`src/rtl/apb_master_bridge.sv`:
```
// APB requester: accepts one command at a time, decodes the target slave from the
// top address bits, runs SETUP/ACCESS and returns a one-cycle response strobe.
module apb_master_bridge #(
    parameter int unsigned DATA_WDTH  = 32,
    parameter int unsigned ADDR_WDTH  = 8,
    parameter int unsigned NUM_SLAVES = 2,
    parameter int unsigned TIMEOUT    = 15
) (
    input  logic                            pclk,
    input  logic                            preset,
    input  logic                            cmd_valid,
    output logic                            cmd_ready,
    input  logic                            cmd_write,
    input  logic [ADDR_WDTH-1:0]            cmd_addr,
    input  logic [DATA_WDTH-1:0]            cmd_wdata,
    output logic                            rsp_valid,
    output logic [DATA_WDTH-1:0]            rsp_rdata,
    output logic                            rsp_err,
    output logic                            rsp_timeout,
    output logic [NUM_SLAVES-1:0]           psel,
    output logic                            penable,
    output logic                            pwrite,
    output logic [ADDR_WDTH-1:0]            paddr,
    output logic [DATA_WDTH-1:0]            pwdata,
    input  logic [NUM_SLAVES*DATA_WDTH-1:0] prdata,
    input  logic [NUM_SLAVES-1:0]           pready,
    input  logic [NUM_SLAVES-1:0]           pslverr
);

    localparam int unsigned SEL_W = $clog2(NUM_SLAVES);

    typedef enum logic [1:0] {
        IDLE   = 2'b00,
        SETUP  = 2'b01,
        ACCESS = 2'b10
    } state_e;

    state_e                  state_q, state_d;
    logic                    rdy_en_q;
    logic [7:0]              cnt_q, cnt_d;
    logic [SEL_W-1:0]        idx_q, idx_d;
    logic [NUM_SLAVES-1:0]   psel_q, psel_d;
    logic                    penable_q, penable_d;
    logic                    pwrite_q, pwrite_d;
    logic [ADDR_WDTH-1:0]    paddr_q, paddr_d;
    logic [DATA_WDTH-1:0]    pwdata_q, pwdata_d;
    logic                    rsp_valid_q, rsp_valid_d;
    logic [DATA_WDTH-1:0]    rsp_rdata_q, rsp_rdata_d;
    logic                    rsp_err_q, rsp_err_d;
    logic                    rsp_timeout_q, rsp_timeout_d;

    logic [SEL_W-1:0]        cmd_idx;
    logic                    sel_ready;
    logic                    sel_err;
    logic [DATA_WDTH-1:0]    sel_rdata;

    // Only the addressed slave's handshake and data are ever looked at.
    assign cmd_idx   = cmd_addr[ADDR_WDTH-1 -: SEL_W];
    assign sel_ready = pready[idx_q];
    assign sel_err   = pslverr[idx_q];
    assign sel_rdata = prdata[idx_q*DATA_WDTH +: DATA_WDTH];

    // cmd_ready stays low during reset and until the first edge after release.
    assign cmd_ready = rdy_en_q && (state_q == IDLE);

    assign psel        = psel_q;
    assign penable     = penable_q;
    assign pwrite      = pwrite_q;
    assign paddr       = paddr_q;
    assign pwdata      = pwdata_q;
    assign rsp_valid   = rsp_valid_q;
    assign rsp_rdata   = rsp_rdata_q;
    assign rsp_err     = rsp_err_q;
    assign rsp_timeout = rsp_timeout_q;

    // Enable cmd_ready from the first clock edge after reset release.
    always_ff @(posedge pclk or posedge preset) begin
        if (preset) rdy_en_q <= 1'b0;
        else        rdy_en_q <= 1'b1;
    end

    // State and registered bus/response outputs.
    always_ff @(posedge pclk or posedge preset) begin
        if (preset) begin
            state_q       <= IDLE;
            cnt_q         <= '0;
            idx_q         <= '0;
            psel_q        <= '0;
            penable_q     <= 1'b0;
            pwrite_q      <= 1'b0;
            paddr_q       <= '0;
            pwdata_q      <= '0;
            rsp_valid_q   <= 1'b0;
            rsp_rdata_q   <= '0;
            rsp_err_q     <= 1'b0;
            rsp_timeout_q <= 1'b0;
        end else begin
            state_q       <= state_d;
            cnt_q         <= cnt_d;
            idx_q         <= idx_d;
            psel_q        <= psel_d;
            penable_q     <= penable_d;
            pwrite_q      <= pwrite_d;
            paddr_q       <= paddr_d;
            pwdata_q      <= pwdata_d;
            rsp_valid_q   <= rsp_valid_d;
            rsp_rdata_q   <= rsp_rdata_d;
            rsp_err_q     <= rsp_err_d;
            rsp_timeout_q <= rsp_timeout_d;
        end
    end

    // Next-state and next-output decode for the IDLE/SETUP/ACCESS sequence.
    always_comb begin
        state_d       = state_q;
        cnt_d         = cnt_q;
        idx_d         = idx_q;
        psel_d        = psel_q;
        penable_d     = penable_q;
        pwrite_d      = pwrite_q;
        paddr_d       = paddr_q;
        pwdata_d      = pwdata_q;
        rsp_valid_d   = 1'b0;
        rsp_rdata_d   = rsp_rdata_q;
        rsp_err_d     = rsp_err_q;
        rsp_timeout_d = rsp_timeout_q;

        case (state_q)
            IDLE: begin
                if (cmd_valid && cmd_ready) begin
                    state_d         = SETUP;
                    pwrite_d        = cmd_write;
                    paddr_d         = cmd_addr;
                    pwdata_d        = cmd_wdata;
                    idx_d           = cmd_idx;
                    psel_d          = '0;
                    psel_d[cmd_idx] = 1'b1;
                    penable_d       = 1'b0;
                    cnt_d           = '0;
                end
            end
            SETUP: begin
                state_d   = ACCESS;
                penable_d = 1'b1;
            end
            ACCESS: begin
                // A ready on the limit edge still completes normally.
                if (sel_ready) begin
                    state_d       = IDLE;
                    psel_d        = '0;
                    penable_d     = 1'b0;
                    rsp_valid_d   = 1'b1;
                    rsp_err_d     = sel_err;
                    rsp_timeout_d = 1'b0;
                    rsp_rdata_d   = pwrite_q ? '0 : sel_rdata;
                end else if (cnt_q == 8'(TIMEOUT - 1)) begin
                    state_d       = IDLE;
                    psel_d        = '0;
                    penable_d     = 1'b0;
                    rsp_valid_d   = 1'b1;
                    rsp_err_d     = 1'b1;
                    rsp_timeout_d = 1'b1;
                    rsp_rdata_d   = '0;
                end else begin
                    cnt_d = cnt_q + 8'd1;
                end
            end
            default: begin
                state_d   = IDLE;
                psel_d    = '0;
                penable_d = 1'b0;
            end
        endcase
    end

endmodule

```
`config.mk`:
```
export PLATFORM = sky130hd
export DESIGN_NAME = apb_master_bridge
export DESIGN_NICKNAME = d
export VERILOG_FILES = /design/src/rtl/apb_master_bridge.sv
export SDC_FILE = /design/constraint.sdc
export NUM_CORES = 1
export LEC_CHECK = 0
export BUFFER_PORTS_ARGS = -buffer_cell sky130_fd_sc_hd__buf_2
export CAP_MARGIN = 40
export CORE_UTILIZATION = 47
export DETAILED_ROUTE_END_ITERATION = 7
export GPL_ROUTABILITY_DRIVEN = 0
export PLACE_DENSITY_LB_ADDON = 0.15
export SLEW_MARGIN = 20
export SYNTH_ARGS = -nofsm -noshare
export SYNTH_HDL_FRONTEND = slang
export SYNTH_SLANG_ARGS = --single-unit
```
`constraint.sdc`:
```
create_clock -name pclk -period 3.65 [get_ports pclk]
set_clock_uncertainty 0.1 [all_clocks]
set_input_delay 0.1825 -clock pclk [delete_from_list [all_inputs] [get_ports pclk]]
set_output_delay 0.1825 -clock pclk [all_outputs]
set_load 0.05 [all_outputs]
```
==> results.yml, run 1 <==
route:
  via_per_inst: 5.01
  finalWirelength_mm: 10.2
  wl_per_cell_um: 14.5
  drc: 0
  drt_iter0_markers: 133
  vias: 3529
  drtAntennaViolNets: 0
  drt_pass1_iterations: 4
timing:
  timing.hold.ws_ns: 0.0129
  rsz0062_at_grt: "no"
  fin_setup_tns_ns: 0
  drv_slew: 0
  tightestPinTransition_ns: 0.621
  setup_viol_count_final: 0
  maxSlewHeadroom_pct: 58.5
  period_share_pct: 61.0
  max_clock_freq_ghz: 0.449
  hold_violations: 0
  fin_crit_ns: 2.23
logic_synthesis:
  synth.top_cell.area_share_pct: 55.4
  ys_ff_latch: 90
  avgSynthCellArea_um2: 11.1
  synth_edf_count: 0
  synthArstFlopShare_pct: 100
  synth_fp_nets: 479
  synth.area.top_cells: "dfrtp_1 55%, nand2_1 12%, o2bb2ai_2 11%"
  yosysWarningCount: 0
  yosysUniqueCellTypes: 40
  yosysTopAreaCell: "dfrtp_1"
  synthCells: 365
  seq_area_frac_synth_pct: 55.4
  synth.most_common_cell: "nand2_1"
  synth_common_cells: "128 x nand2_1, 90 x dfrtp_1, 32 x mux2i_1"
  syn-cell-area_um2: 4060
  synth_ff_type: "dfrtp_1"
cts:
  htreeDepth: 3
  clock-root-buffer: "clkbuf_8"
  cts_tree: "built"
  path_clk_slew_ns: 0.09
  clock-sinks: 90
  post_cts_resized: 0
  cts_buffers: 9
  ctsLongestPathBuffers: 2
  clock_latency_ns: 0.34
setup_path:
  max_stage_delay_ns: 0.43
  crit_fanout: 27
  critPathCaptureType: "register"
  path_class: "reg -> reg"
  path_cells: "inv_1 -> ha_1 -> or3b_4 -> o21ai_2 -> nand2_2 -> buf_12 -> mux2_2"
  cpMaxStageDelayCell: "dfrtp_1"
  critPathRequiredTime_ns: 3.78
  worstSetupStartpointType: "register"
  rrSetupSlack_ns: 1.42
  worstPathArrival_ns: 2.35
grt:
  grt_pass1_vias: 3405
  antenna_found_initial: 0
  overflow: 0
  grt.total_usage_pct: 22.6
  grt_first_pass_wirelength_mm: 15.6
  grt_start_max_net_pins: 45
floorplanning:
  rows: 33
  die_h_um: 95.0
  dieWidth_um: 95.0
  die-area_um2: 9020
  start_util_pct: 49.0
  ios: 192
  core_um2: 8300
cells_and_area:
  antenna_cells: 0
  final_nets: 709
  final_util_pct: 69.2
  drive_gt1_share_pct: 42.2
  synthToLayoutAreaGrowth_pct: 41.2
flow_run:
  maxCapViolCount: 0
outcome:
  status: "finished clean"
worst_hold_path:
  hold_class: "in -> reg"
pwr:
  p_leak_nw: 3.04
  ir_drop_v: 0.000395
  cellPowerDensity_nw_per_um2: 819
place:
  dp_hpwl_mm: 6.91
  io_buffers: 191
-- cell usage in the layout, fill, tap and decap left out, types with 3 or more instances in the layout --
cell type	netlist	routed
o2bb2ai_1	3	3
mux2i_1	32	32
o2bb2ai_2	30	30
inv_1	5	4
o21ai_0	6	6
dlygate4sd3_1	0	42
dfrtp_1	90	89
clkbuf_8	0	9
a21oi_1	9	9
nor2_1	5	5
nand3_1	3	3
nand2_1	128	128
buf_2	4	191
buf_4	4	5
-- area by class of cell --
type,instances,area [um2]
well taps,105,131
inverters,6,23.8
clock buffers,10,128
multi-input cells,248,1670
flip-flops and latches,90,2250
repair buffers,240,1450
fillers,624,2560
clock inverters,5,80.1
-- report_power, final --
part           internal, mW  total, mW  switching [mW]
logic                 0.696       2.41            1.71
clock network         0.381      0.710           0.329
registers              1.34       1.58           0.238
total                  2.42       4.70            2.28
-- logic make-up after synthesis --
family / share of synthesized area [%]
AO/OA/AOI/OAI: 16.2
adder cells (fa/ha/maj): 0.616
buffers and inverters: 3.54
flip-flops: 55.4
multiplexers: 9.08
other: 0.0923
AND/OR/NAND/NOR: 15.0
-- critical path, delay by kind of cell, from the launching register on --
kind,cells,cell delay (ns)
AND/OR/NAND/NOR,2,0.62
flip-flops,1,0.43
buffers and inverters,2,0.35
multiplexers,1,0.28
AO/OA/AOI/OAI,1,0.21
adder cells (fa/ha/maj),1,0.13
-- metal layers --
layer	global-route usage [%]	up-vias	part of all wire [%]
met5	0	-	0
met4	8.71	0	1.6
met3	4.83	14	7.1
met2	38.3	157	49
met1	28.1	1651	43
li1	-	1707	-
-- sequential cells by signal (all words and copies together), names as in the netlist --
name,flops
psel,2
cnt_q,8
rsp_valid,1
rsp_timeout,1
rsp_err,1
paddr,8
rsp_rdata,32
penable,1
pwrite,1
rdy_en_q,1
pwdata,32
state_q,2
-- repair_timing --
item	4_1_cts	5_1_grt
setup buffers	0	0
setup endpoints to repair	0	0
endpoints found under the hold margin	55	0
hold buffers	42	0
-- path summary, 6_finish.rpt --
check                                            start                        to  cells after the start
worst max-delay path              cnt_q[0]$_DFFE_PP0P_       rsp_err$_DFFE_PP0P_                      7
worst min-delay path                         prdata[3]  rsp_rdata[3]$_DFFE_PP0P_                      3
worst max register to register    cnt_q[0]$_DFFE_PP0P_       rsp_err$_DFFE_PP0P_                      7
worst min register to register  pwdata[26]$_DFFE_PP0P_    pwdata[26]$_DFFE_PP0P_                      2
max in group asynchronous                       preset    pwdata[19]$_DFFE_PP0P_                      4
min in group asynchronous                       preset  rsp_rdata[0]$_DFFE_PP0P_                      3
-- through the flow --
stage	instance area (um2)	cells	worst slack, ns	power [mW]
after global placement	5070	645	1.20	3.93
after floorplan	4060	365	1.03	3.41
final	5740	704	1.42	4.70
after CTS	5740	704	1.44	4.73
after global routing	5740	704	1.32	4.94
after detailed placement	5110	647	1.44	3.98
(Power assumes the default switching activity.)
==> inputs of run 2 (changes only) <==
--- a/config.mk
+++ b/config.mk
@@ -5,6 +5,7 @@
 export SDC_FILE = /design/constraint.sdc
 export NUM_CORES = 1
 export LEC_CHECK = 0
+export ABC_AREA = 1
 export BUFFER_PORTS_ARGS = -buffer_cell sky130_fd_sc_hd__buf_2
 export CAP_MARGIN = 40
 export CORE_UTILIZATION = 47
==> constraint.sdc (replaced) <==
create_clock -name pclk -period 2.14 [get_ports pclk]
set_clock_uncertainty 0.1 [all_clocks]
set_input_delay 0.107 -clock pclk [delete_from_list [all_inputs] [get_ports pclk]]
set_output_delay 0.107 -clock pclk [all_outputs]
set_load 0.05 [all_outputs]
==> run 2 against run 1 <==
Against the previous run:
- hold slack got worse by 0.0057 ns
- final cell count rose by 20%
- die area rose by 0.81%
- worst setup slack got worse by 0.99 ns
- sequential power rose by 68%
- register-to-register slack got worse by 0.99 ns
- combinational power rose by 89%
- largest cell class unchanged
- largest power group unchanged
- highest routed layer unchanged
==> results.yml, run 2 <==
route:
  drtAntennaViolNets: 0
  finalWirelength_mm: 11.3
  drt_iter0_markers: 104
  vias: 4129
  drc: 0
  drt_pass1_iterations: 5
  via_per_inst: 4.90
  wl_per_cell_um: 13.4
logic_synthesis:
  avgSynthCellArea_um2: 8.50
  synthArstFlopShare_pct: 100
  synth.most_common_cell: "nand2_1"
  synth_common_cells: "208 x nand2_1, 90 x dfrtp_1, 32 x o211ai_1, 32 x or2_2, 30 x o21ai_1"
  yosysUniqueCellTypes: 26
  synth_edf_count: 0
  synth.top_cell.area_share_pct: 55.0
  synth_fp_nets: 596
  syn-cell-area_um2: 4100
  synth_ff_type: "dfrtp_1"
  seq_area_frac_synth_pct: 55.0
  ys_ff_latch: 90
  synth.area.top_cells: "dfrtp_1 55%, nand2_1 19%, o211ai_1 5.9%"
  synthCells: 482
  yosysWarningCount: 0
  yosysTopAreaCell: "dfrtp_1"
grt:
  overflow: 0
  grt.total_usage_pct: 24.9
  grt_pass1_vias: 3847
  grt_first_pass_wirelength_mm: 17.5
  grt_start_max_net_pins: 40
  antenna_found_initial: 0
cts:
  cts_buffers: 9
  clock_latency_ns: 0.34
  path_clk_slew_ns: 0.08
  cts_setup_buffers: 0
  htreeDepth: 3
  cts_tree: "built"
  ctsLongestPathBuffers: 2
  clock-sinks: 90
  clock-root-buffer: "clkbuf_8"
timing:
  fin_crit_ns: 1.71
  setup_viol_count_final: 0
  drv_slew: 0
  tightestPinTransition_ns: 0.610
  period_share_pct: 79.9
  fin_ws_ns: 0.430
  rsz0062_at_grt: "no"
  hold_violations: 0
  max_clock_freq_ghz: 0.585
  fin_setup_tns_ns: 0
  timing.hold.ws_ns: 0.00722
  maxSlewHeadroom_pct: 59.2
cells_and_area:
  drive_gt1_share_pct: 35.3
  final_cell_area_um2: 6000
  final_util_pct: 71.9
  layout_commonest_cell: "nand2_1"
  synthToLayoutAreaGrowth_pct: 46.4
  fill_cells: 641
  layout_common_cells: "208 x nand2_1, 191 x buf_2, 90 x dfrtp_1"
  antenna_cells: 0
  final_nets: 846
  instances_no_fill: 842
place:
  place_ws_ns: 0.447
  numPlacedInstances: 762
  dp_hpwl_mm: 7.58
  place_area_um2: 5160
  io_buffers: 191
worst_hold_path:
  hold_class: "in -> reg"
  hold_end: "rsp_rdata[5]$_DFFE_PP0P_"
  holdPathStages: 3
  holdCritStartpoint: "prdata[37]"
setup_path:
  r2r_cells: 7
  worstSetupStartpointType: "register"
  r2r-start: "paddr[7]$_DFFE_PP0P_"
  critPathCaptureType: "register"
  path_class: "reg -> reg"
  worstPathArrival_ns: 1.84
  crit_fanout: 4
  r2r-end: "rsp_err$_DFFE_PP0P_"
  rrSetupSlack_ns: 0.43
  critPathRequiredTime_ns: 2.27
floorplanning:
  core_um2: 8340
  die-area_um2: 9100
  rows: 33
  start_util_pct: 49.1
  die_h_um: 95.4
  dieWidth_um: 95.4
  ios: 192
flow_run:
  maxCapViolCount: 0
pwr:
  cellPowerDensity_nw_per_um2: 1390
  ir_drop_v: 0.000950
  power.total_mw: 8.34
  p_leak_nw: 3.25
outcome:
  status: "finished clean"
-- run 2: cell count changes in the layout (fill, tap and decap cells not counted), sizes merged, moves of 22 or more --
cell	previous run	this run
mux2i	33	0
nand2	130	212
o2bb2ai	33	0
or2	0	32
o211ai	1	32
o21ai	8	40
dlygate4sd3	42	64
-- run 2: power by group --
group	total [mW]	switching, mW	internal (mW)
Sequential	2.66	0.355	2.31
Combinational	4.56	3.41	1.15
Clock	1.12	0.593	0.524
Total	8.34	4.35	3.98
-- run 2: timing repair --
| action | 4_1_cts | 5_1_grt |
|---|---|---|
| endpoints found under the hold margin | 88 | 0 |
| hold buffers | 64 | 0 |
| resized for setup | 0 | 0 |
-- run 2: area by class of cell --
type	instances	area, um2	share of cell area [%]
well taps	105	131	2.19
multi-input cells	348	1650	27.4
clock inverters	4	32.5	0.542
clock buffers	12	165	2.75
inverters	20	78.8	1.31
repair buffers	263	1690	28.2
flip-flops and latches	90	2250	37.5
-- run 2: metal layers --
| layer | vias up | GRT usage [%] | wire [um] |
|---|---|---|---|
| li1 | 2033 | - | - |
| met1 | 1913 | 29.4 | 4600 |
| met2 | 165 | 45.1 | 5750 |
| met3 | 18 | 5.26 | 790 |
| met4 | 0 | 8.21 | 182 |
| met5 | - | 0 | 0 |
-- run 2: worst max-delay path, cell delays in order, from the launching register on --
cell and delay (ns):
dfrtp_1 0.39, inv_2 0.11, nand2_1 0.10, o21ai_4 0.12, nand3_1 0.09, dlygate4sd3_1 0.57
nand2_1 0.07, nand2_1 0.05
-- run 2: worst max-delay path by stage --
stage,start,endpoint,slack [ns],depth (start not counted)
after global routing,cnt_q[0]$_DFFE_PP0P_,rsp_rdata[31]$_DFFE_PP0P_,0.26,9
after detailed placement,cnt_q[0]$_DFFE_PP0P_,rsp_rdata[23]$_DFFE_PP0P_,0.45,9
after global placement,state_q[0]$_DFFE_PP0P_,paddr[7]$_DFFE_PP0P_,0.43,6
final,paddr[7]$_DFFE_PP0P_,rsp_err$_DFFE_PP0P_,0.43,7
after floorplan,state_q[0]$_DFFE_PP0P_,cmd_ready,0.39,1
after CTS,paddr[7]$_DFFE_PP0P_,rsp_err$_DFFE_PP0P_,0.43,7
-- run 2: kinds of logic after synthesis --
family                     synth area share [%]
buffers and inverters                      4.85
DFF                                        55.0
adders and majority gates                 0.611
AOI/OAI and AO/OA                          11.2
and+or+nand+nor                            28.2
other                                    0.0915
==> inputs of run 3 (changes only) <==
==> constraint.sdc (replaced) <==
create_clock -name pclk -period 1.73 [get_ports pclk]
set_clock_uncertainty 0.1 [all_clocks]
set_input_delay 0.0865 -clock pclk [delete_from_list [all_inputs] [get_ports pclk]]
set_output_delay 0.0865 -clock pclk [all_outputs]
set_load 0.05 [all_outputs]
==> run 3 against run 2 <==
Against the previous run:
- register-to-register slack worse by 0.35 ns
- largest cell class unchanged
- die area stayed put
- combinational power is 27% higher
- global-route usage is 0.96 points higher
- clock power is 34% higher
- power is 26% higher
==> results.yml, run 3 (synthesis results as in run 2) <==
setup_path:
  crit_family: "buffers and inverters"
  worstSetupStartpointType: "register"
  worstPathArrival_ns: 1.83
  path_cells: "inv_2 -> buf_4 -> nand2_1 -> nand3_1 -> dlygate4sd3_1 -> nand2_1 -> nand2_1"
  max_stage_delay_ns: 0.54
  crit_buf_inv: 3
  cpMaxStageDelayCell: "dlygate4sd3_1"
  critPathRequiredTime_ns: 1.92
  path_class: "reg -> reg"
  crit_start: "paddr[7]$_DFFE_PP0P_"
  r2r-start: "paddr[7]$_DFFE_PP0P_"
  critPathCaptureType: "register"
  crit_fanout: 12
  cpMostUsedCell: "nand2_1"
cts:
  clock-sinks: 90
  cts_buffers: 9
  path_clk_slew_ns: 0.09
  clock-root-buffer: "clkbuf_8"
  htreeDepth: 3
  ctsLongestPathBuffers: 2
  cts_tree: "built"
  clock_latency_ns: 0.35
route:
  drc: 0
  drtAntennaViolNets: 0
  drt_pass1_iterations: 5
  vias: 4324
  drt_iter0_markers: 127
  finalWirelength_mm: 11.8
  via_per_inst: 5.01
  wl_per_cell_um: 13.7
cells_and_area:
  instances_no_fill: 863
  antenna_cells: 0
  multi_input_area_um2: 1660
  final_nets: 867
  layout_common_cells: "207 x nand2_1, 191 x buf_2, 90 x dfrtp_1"
  drive_gt1_share_pct: 35.2
  seq_area_um2: 2250
  fill_cells: 607
  layout_commonest_cell: "nand2_1"
  synthToLayoutAreaGrowth_pct: 51.5
  final_util_pct: 74.5
floorplanning:
  rows: 33
  die-area_um2: 9100
  core_um2: 8340
  start_util_pct: 49.1
  ios: 192
  die_h_um: 95.4
  dieWidth_um: 95.4
timing:
  period_share_pct: 95.1
  hold_violations: 0
  rsz0062_at_grt: "yes"
  timing.hold.ws_ns: 0.0149
  fin_setup_tns_ns: 0
  max_clock_freq_ghz: 0.608
  setup_viol_count_final: 0
  fin_crit_ns: 1.65
  drv_slew: 0
outcome:
  status: "finished clean"
grt:
  grt_start_max_net_pins: 91
  antenna_found_initial: 0
  grt_first_pass_wirelength_mm: 18.1
  grt_pass1_vias: 4082
  grt.total_usage_pct: 25.9
  overflow: 0
place:
  io_buffers: 191
  numPlacedInstances: 766
  dp_hpwl_mm: 7.31
pwr:
  p_leak_nw: 3.33
  cellPowerDensity_nw_per_um2: 1700
  p_int_mw: 5.12
  p_sw_share_pct: 51.4
  seqPwrFrac_pct: 31.0
  ir_drop_v: 0.00105
  switching_power_mw: 5.42
  p_comb_share_pct: 54.8
  power.total_mw: 10.5
  p_clk_share_pct: 14.2
worst_hold_path:
  holdCritStartpoint: "prdata[61]"
  hold_class: "in -> reg"
flow_run:
  maxCapViolCount: 0
[run 3: timing repair]
| action | CTS | global route |
|---|---|---|
| setup endpoints to repair | 0 | 33 |
| resized for setup | 0 | 2 |
| hold endpoints to repair | 165 | 1 |
| hold buffers | 77 | 2 |
| buffers inserted | 0 | 2 |
[run 3: area by class of cell]
type | count | area share, %
Clock inverter | 5 | 0.987
Inverter | 20 | 1.27
Multi-Input combinational cell | 348 | 26.7
Clock buffer | 11 | 2.44
Sequential cell | 90 | 36.3
Tap cell | 105 | 2.12
Timing Repair Buffer | 284 | 30.2
[run 3: metal layers]
layer | vias to the layer above | GRT usage, % | share of wire, %
li1 | 2075 | - | -
met1 | 2007 | 30.9 | 39
met2 | 199 | 43.9 | 50
met3 | 43 | 5.58 | 7.1
met4 | 0 | 13.6 | 3.5
met5 | - | 0 | 0
[run 3: worst paths after layout]
path	to	slack, ns	depth (start not counted)
worst max-delay path	rsp_err$_DFFE_PP0P_	0.08	7
worst min-delay path	rsp_rdata[29]$_DFFE_PP0P_	0.01	3
worst max register to register	rsp_err$_DFFE_PP0P_	0.08	7
worst min register to register	psel[0]$_DFFE_PP0P_	0.38	2
max in group asynchronous	rsp_rdata[19]$_DFFE_PP0P_	0.85	4
min in group asynchronous	pwdata[17]$_DFFE_PP0P_	0.31	4
[run 3: worst register-to-register path: cells and delay by family (launching register included)]
| kind | cells | cell delay (ns) |
|---|---|---|
| buffers and inverters | 3 | 0.85 |
| DFF | 1 | 0.39 |
| and+or+nand+nor | 4 | 0.25 |
[run 3: per-stage QoR]
stage               setup WS [ns]  cell area [um2]
finish                     0.0844             6210
global route              -0.0131             6210
CTS                        0.0314             6160
detailed placement         0.0466             5180
global placement            0.192             5180
floorplan                 0.00212             4100
[run 3: power groups by stage]
stage / Clock (mW) / Sequential (mW) / Combinational [mW]
floorplan: 0 / 5.82 / 1.63
global placement: 0 / 3.27 / 5.48
detailed placement: 0 / 3.27 / 5.56
CTS: 1.54 / 3.26 / 5.70
global route: 1.62 / 3.36 / 6.16
finish: 1.50 / 3.27 / 5.77
